[src/rtl/spectrum_line_feeder.sv]
// Ping-pong FFT magnitude store feeding scaled, clamped bar lengths to the LCD
// spectrum renderer, one bar per line request, all in the LCD clock domain.
module spectrum_line_feeder #(
   parameter int LINE_NUM   = 64,
   parameter int H_LCD_DISP = 800,
   parameter int MAG_SHIFT  = 4
) (
   input  logic        lcd_clk,
   input  logic        sys_rst_n,
   input  logic        fft_valid,
   input  logic [15:0] fft_mag,
   input  logic        fft_last,
   input  logic        data_req,
   input  logic        wr_over,
   output logic [6:0]  line_cnt,
   output logic [15:0] line_length,
   output logic        frame_drop
);

   localparam logic [6:0]  LAST_LINE = 7'(LINE_NUM - 1);
   localparam logic [6:0]  LINE_END  = 7'(LINE_NUM);
   localparam logic [15:0] MAX_LEN   = 16'(H_LCD_DISP - 1);

   logic [15:0] mem_q [2][LINE_NUM];
   logic [6:0]  waddr_q, waddr_d;
   logic [6:0]  line_cnt_q, line_cnt_d;
   logic        pending_q, pending_d;
   logic        wbank_q, wbank_d;
   logic        frame_drop_q, frame_drop_d;
   logic [15:0] line_length_q, line_length_d;
   logic [15:0] rd_bin;
   logic        rbank;
   logic        wr_en;
   logic        frame_end;
   logic        swap;

   function automatic logic [15:0] clamp_len(input logic [15:0] mag);
      logic [15:0] m;
      m = mag >> MAG_SHIFT;
      return (m > MAX_LEN) ? MAX_LEN : m;
   endfunction

   always_comb begin
      rbank     = ~wbank_q;
      wr_en     = fft_valid && (waddr_q < LINE_END);
      frame_end = fft_valid && fft_last;
      swap      = wr_over && (line_cnt_q == LAST_LINE) && (pending_q || frame_end);

      rd_bin = '0;
      for (int i = 0; i < LINE_NUM; i++) begin
         if (line_cnt_q == 7'(i)) rd_bin = mem_q[rbank][i];
      end

      waddr_d = waddr_q;
      if (fft_valid && (waddr_q != LINE_END)) waddr_d = waddr_q + 7'd1;
      if (frame_end || swap) waddr_d = '0;

      // A swap retires the pending frame even if it completes in this same cycle.
      pending_d = pending_q;
      if (frame_end) pending_d = 1'b1;
      if (swap) pending_d = 1'b0;

      frame_drop_d = frame_end && pending_q;
      wbank_d      = swap ? ~wbank_q : wbank_q;

      line_cnt_d = line_cnt_q;
      if (wr_over) line_cnt_d = (line_cnt_q == LAST_LINE) ? 7'd0 : line_cnt_q + 7'd1;

      line_length_d = data_req ? clamp_len(rd_bin) : line_length_q;
   end

   // Writes target the pre-swap bank, so a final bin coinciding with a swap lands
   // in the bank that is about to be displayed.
   always_ff @(posedge lcd_clk or negedge sys_rst_n) begin
      if (!sys_rst_n) begin
         for (int b = 0; b < 2; b++) begin
            for (int i = 0; i < LINE_NUM; i++) mem_q[b][i] <= '0;
         end
      end else begin
         for (int b = 0; b < 2; b++) begin
            for (int i = 0; i < LINE_NUM; i++) begin
               if (wr_en && (wbank_q == 1'(b)) && (waddr_q == 7'(i))) mem_q[b][i] <= fft_mag;
            end
         end
      end
   end

   always_ff @(posedge lcd_clk or negedge sys_rst_n) begin
      if (!sys_rst_n) begin
         waddr_q       <= '0;
         line_cnt_q    <= '0;
         pending_q     <= 1'b0;
         wbank_q       <= 1'b0;
         frame_drop_q  <= 1'b0;
         line_length_q <= '0;
      end else begin
         waddr_q       <= waddr_d;
         line_cnt_q    <= line_cnt_d;
         pending_q     <= pending_d;
         wbank_q       <= wbank_d;
         frame_drop_q  <= frame_drop_d;
         line_length_q <= line_length_d;
      end
   end

   assign line_cnt    = line_cnt_q;
   assign line_length = line_length_q;
   assign frame_drop  = frame_drop_q;

endmodule

[config.mk]
export PLATFORM = sky130hd
export DESIGN_NAME = spectrum_line_feeder
export DESIGN_NICKNAME = d
export VERILOG_FILES = /design/src/rtl/spectrum_line_feeder.sv
export SDC_FILE = /design/constraint.sdc
export NUM_CORES = 2
export LEC_CHECK = 0
export BUFFER_PORTS_ARGS = -buffer_cell sky130_fd_sc_hd__buf_2
export CORE_ASPECT_RATIO = 0.6
export CORE_MARGIN = 1
export CORE_UTILIZATION = 51
export CTS_CLUSTER_SIZE = 28
export DETAILED_ROUTE_END_ITERATION = 7
export GPL_TIMING_DRIVEN = 1
export HOLD_SLACK_MARGIN = 0.08
export PLACE_DENSITY = 0.72
export SLEW_MARGIN = 30
export SYNTH_ARGS = -nofsm -noshare
export SYNTH_HDL_FRONTEND = slang
export SYNTH_SLANG_ARGS = --single-unit
[constraint.sdc]
create_clock -name lcd_clk -period 3.25 [get_ports lcd_clk]
set_clock_uncertainty 0.1 [all_clocks]
set_input_delay 0.65 -clock lcd_clk [delete_from_list [all_inputs] [get_ports lcd_clk]]
set_output_delay 0.65 -clock lcd_clk [all_outputs]
set_load 0.02 [all_outputs]
======== Yosys cells after proc, flatten, opt, wreduce, memory -nomap -nowiden ========
Index checks and enable logic that the tools add are counted.
storage, ports and cells
  bits in registers ....................... 2,081
operators by class
  multiplexer cells ....................... 73
  add/sub/neg operators ................... 2
  $lt $le $gt $ge ......................... 3
  bitwise operators ....................... 2
  reduce and logical (&&, ||, !) cells .... 142
  eq/ne operators ......................... 127
operators by type and width
  operator                number
  $mux W1024              3
  $mux W16                64
  $eq A7 B6 Y1 const B    64
  $eq A7 B5 Y1 const B    32
  $logic_and A1 B1 Y1     136
  $eq A7 B4 Y1 const B    16
  $eq A7 B3 Y1 const B    8
  $eq A7 B2 Y1 const B    4
  $mux W7                 3
  $add A7 B1 Y7 const B   2
  $eq A7 B1 Y1 const B    2
  $logic_not A7 Y1        2
  $gt A12 B10 Y1 const B  1
  $mux W12                1
  $lt A7 B7 Y1 const B    1
  $ne A7 B7 Y1 const B    1
  $reduce_bool A2 Y1      2
  $ge A2 B2 Y1 const B    1
  $logic_or A1 B1 Y1      2
  $mux W1                 2
  $not A1 Y2              1
  $not A1 Y1              1

======== Depth between registers and ports, before layout ========
  depth after elaboration ................. 71
  mapped depth ............................ 16
  depth with buffers taken out ............ 12

======== Least setup slack after synthesis ========
OpenSTA, ideal clock, no wires.
  kind .................................... register -> register
  from .................................... register line_cnt_q[1] (netlist: line_cnt[1])
  to ...................................... register line_length_q[4] (netlist: line_length[4])
  slack ................................... -258 ps
  required time ........................... 3,022 ps
  setup time .............................. 128 ps
  stages on the path, launching flop included .. 14
  arrival time ............................ 3,280 ps
  clock period less this slack ............ 3,508 ps
  path through ............................ dfrtp_1 inv_1 ha_1 clkbuf_1 or4b_1 buf_2 nor3_1 a221oi_1 a2111oi_2 o31ai_1 a2111oi_4 o21ai_2 o22ai_2 a21oi_1
on the way
  word-level cells in the longest chain between the ends .. 67
RTL lines
  what                      line  source
  start: declaration        26    logic [6:0] line_cnt_q, line_cnt_d;
  start signal: assignment  98    line_cnt_q <= line_cnt_d;
  $logic_not A7 Y1          51    if (line_cnt_q == 7'(i)) rd_bin = mem_q[rbank][i];
  $mux W16 (63 in a row)    51
  $mux W16 (*)              51
  $gt A12 B10 Y1            40    return (m > MAX_LEN) ? MAX_LEN : m;
  $mux W12 (*)              40
  end signal: assignment    102   line_length_q <= line_length_d;
  end: declaration          30    logic [15:0] line_length_q, line_length_d;
Mark *: on every way between the ends. The rest lies on a longest branch, timed or not.
A chain may end at the register's enable or synchronous reset.

======== Worst setup path in the final report ========
  from .................................... register line_cnt_q[1] (netlist: line_cnt[1])
  to ...................................... register line_length_q[3] (netlist: line_length[3])
The elaborated chain is that of the path after synthesis.

==> results.md <==
* Syn Area/Cell at 13.0 µm²
* Final Cell Area at 0.0907 mm²
* Multi-input gate area at 0.0344 mm²
* Biggest cell delay along the critical path at 0.47 ns
* # DRC at 12
* Fillers at 11054
* Slew headroom at 28.3%
* Sum of negative setup slack at -7.71 ns
* IO buf count at 37
* Share of cells above drive strength 1 at 49.5%
* Root buf cell: clkbuf_16
* DR WL/cell at 30.2 µm
* Total power at 45.3 mW
* Hold Vio Cnt, Final at 0
* IO Count at 46
* Slew at the pin with the worst max-slew slack at 1.08 ns
* Crit path DAT at 4.66 ns
* H-tree level count at 4
* Largest net degree at the start of global routing at 129
* Period Utilization, post-route at 126%
* Yosys cell types at 93
* First-pass GRT wire length at 377 mm
* Number of iterations in the first detailed-routing pass at 8
* Crit path kind: reg2reg
* Slowest cell on crit path: a222oi_1
* Pre-CTS WS at -2.60 ns
* Global Route Usage Sum at 34.8%
* Hold depth at 3
* Detail Route Antenna Nets at 0
* Cell mode on critical path: buf_4
* Fin util at 62.5%
* GPL Wtd Cong at 1.11
* Initial Util at 51.6%
* Register area share after synthesis at 52.3%
* CP cell instances: ha_2 > buf_4 > nor4bb_2 > buf_4 > a211oi_1 > buf_4 > a222oi_1 > buf_4 > nand4_1 > a211oi_2 > buf_4 > o211ai_1 > a31oi_1 > nor2_1 > o22ai_2 > buf_6 > a21oi_1
* Post-synth top area share at 52.3%
* Post-synth EDFFs at 0
* Chip height at 299 µm
* Final Worst Setup Slack at -0.842 ns
* Commonest non-fill, non-tap cell in the layout: mux2_2
* HPWL Detailed at 183 mm
* Placed cell area at 0.0843 mm²
* Max-Cap Viols at 0
* Maximum clock rate at 244 MHz
* Final #Nets at 6497
* Cells on worst reg2reg path at 17
* Total gr overflow at 0
* Leakage power at 42.2 nW
* Ys flop type: dfrtp_1
* VDD IR-drop max at 444 µV
* Critical Path Start Type: register
* Clk_lat worst skew at 0.80 ns
* CTS tree: yes
* Initial antenna violation count at 5
* Max Transition Viols Final at 0
* Die area at 0.148 mm²
* PwrDens at 500 mW/mm²
* Unrepaired setup endpoints after global routing: true
* Via total after detailed routing at 54072
* Async SR Flop Fraction at 100%
* Failing checks: design-rule violations, negative setup slack
* Clock tree buffer depth at 3
* Synth top area cells: dfrtp_1 (52%), mux2_2 (27%), mux2i_1 (6.7%), clkbuf_1 (1.7%), o22ai_1 (1.1%)
* FF+latch count, synth at 1565
* P&R area growth vs syn at 21.1%
* Critical path peak fanout at 6
* Setup crit end kind: register
* TritonCTS Sinks at 1565
* Final wirelength at 257 mm
* Minimum clock period at 4.09 ns
* Cell Area, Synth at 0.0748 mm²
* Worst-path clk slew at 0.07 ns
* Vias in the first global route at 53656
* Most frequent cells in the layout: mux2_2 (1769), dfrtp_1 (1560), buf_4 (921)
* Synth area leader: dfrtp_1
* Register Area at 0.0392 mm²
* Final setup violation count at 10
* Core area at 0.145 mm²
* Num CTS Buffers at 149
* Class of the worst hold path: in2reg
* YS warnings at 0
* Via/cell ratio at 6.36
* Status: finished with violations
* # rows at 108
* Req. time, crit path at 3.82 ns
* Die X at 497 µm
* Syn Inst Count at 5744
* DR iter-0 viols at 6387
[kinds of logic after synthesis]
logic type	after synthesis	synth area share, %
multiplexers	2272	33.3
adder cells (fa/ha/maj)	8	0.134
buffers and inverters	520	3.09
XOR/XNOR	10	0.117
AND/OR/NAND/NOR	751	5.16
other	1	0.00501
flip-flops	1565	52.3
AO/OA/AOI/OAI	617	5.84
[through the flow]
stage | cells | hold WS, ns
after floorplan | 5747 | 0.254
final | 8506 | 0.163
after global placement | 8213 | 0.379
after CTS | 8495 | 0.0941
after global routing | 8505 | 0.149
after detailed placement | 8214 | 0.385
[report_power, final]
group,internal [mW],switching (mW),total (mW)
registers,20.5,0.593,21.1
clock network,10.4,7.96,18.4
logic,2.31,3.49,5.80
total,33.2,12.1,45.3
[synth_stat cells (10+ instances only)]
cell type  instances
nor2_1           196
nor3_1            88
o221ai_1          20
a21oi_1           71
o22ai_1          134
o211ai_1          22
a2111oi_0         27
o21ai_0           80
nand4_1           17
a22o_1            11
a222oi_1          10
nor4_1            29
and3_1            10
nor2b_1           44
o22a_1            17
nand2_1          169
a211o_1           16
a22oi_1           23
a31oi_1           24
buf_2             88
a211oi_1          65
or3_1             18
inv_1             10
buf_4             52
mux2i_1          503
clkbuf_1         335
mux2_2          1769
o2111ai_1         17
dfrtp_1         1565
buf_1             28
a221oi_1          27
nand3_1           83
[registers in the layout (all words and copies together) (netlist names)]
| register | flops |
|---|---|
| waddr_q | 7 |
| line_cnt | 7 |
| wbank_q | 1 |
| pending_q | 1 |
| line_length | 12 |
| frame_drop | 1 |
| mem_q | 1536 |
[critical path: cells and delay by family, from the launching register on]
kind	cells	cell delay, ns
AND/OR/NAND/NOR	3	0.51
adder cells (fa/ha/maj)	1	0.24
flip-flops	1	0.41
AO/OA/AOI/OAI	7	1.57
buffers and inverters	6	1.12
[what timing repair did]
item / CTS / global route
hold endpoints to repair: 28 / 0
pin swaps: 40 / 33
buffers inserted: 16 / 11
gates resized for setup: 150 / 56
setup endpoints to repair: 10 / 10
gates cloned: 1 / 0
hold buffers: 1 / 0
[layer usage]
| layer | GRT usage (%) | up-vias | wire length, µm |
|---|---|---|---|
| li1 | - | 22539 | - |
| met1 | 53.8 | 28449 | 116000 |
| met2 | 45.9 | 2658 | 102000 |
| met3 | 11.4 | 418 | 31300 |
| met4 | 9.40 | 8 | 7160 |
| met5 | 1.30 | - | 303 |
[area by class of cell]
cell class              instances  share of cell area, %
flip-flops and latches       1565                   43.2
multi-input cells            3662                   38.0
repair buffers               1079                   10.5
clock buffers                 214                   4.90
well taps                    1925                   2.66
clock inverters                50                  0.696
inverters                      10                 0.0469
diodes                          1                0.00276
[worst paths after layout]
check,to,startpoint,slack [ns]
max reg2reg,line_length[3],line_cnt[1],-0.84
min reg2reg,line_length[10],line_length[10],0.40
min in group asynchronous,mem_q[1071],sys_rst_n,0.35
max in group asynchronous,mem_q[1565],sys_rst_n,1.55
min,line_cnt[1],wr_over,0.16
max,line_length[3],line_cnt[1],-0.84
No activity file was read; power rests on OpenSTA's default activity.
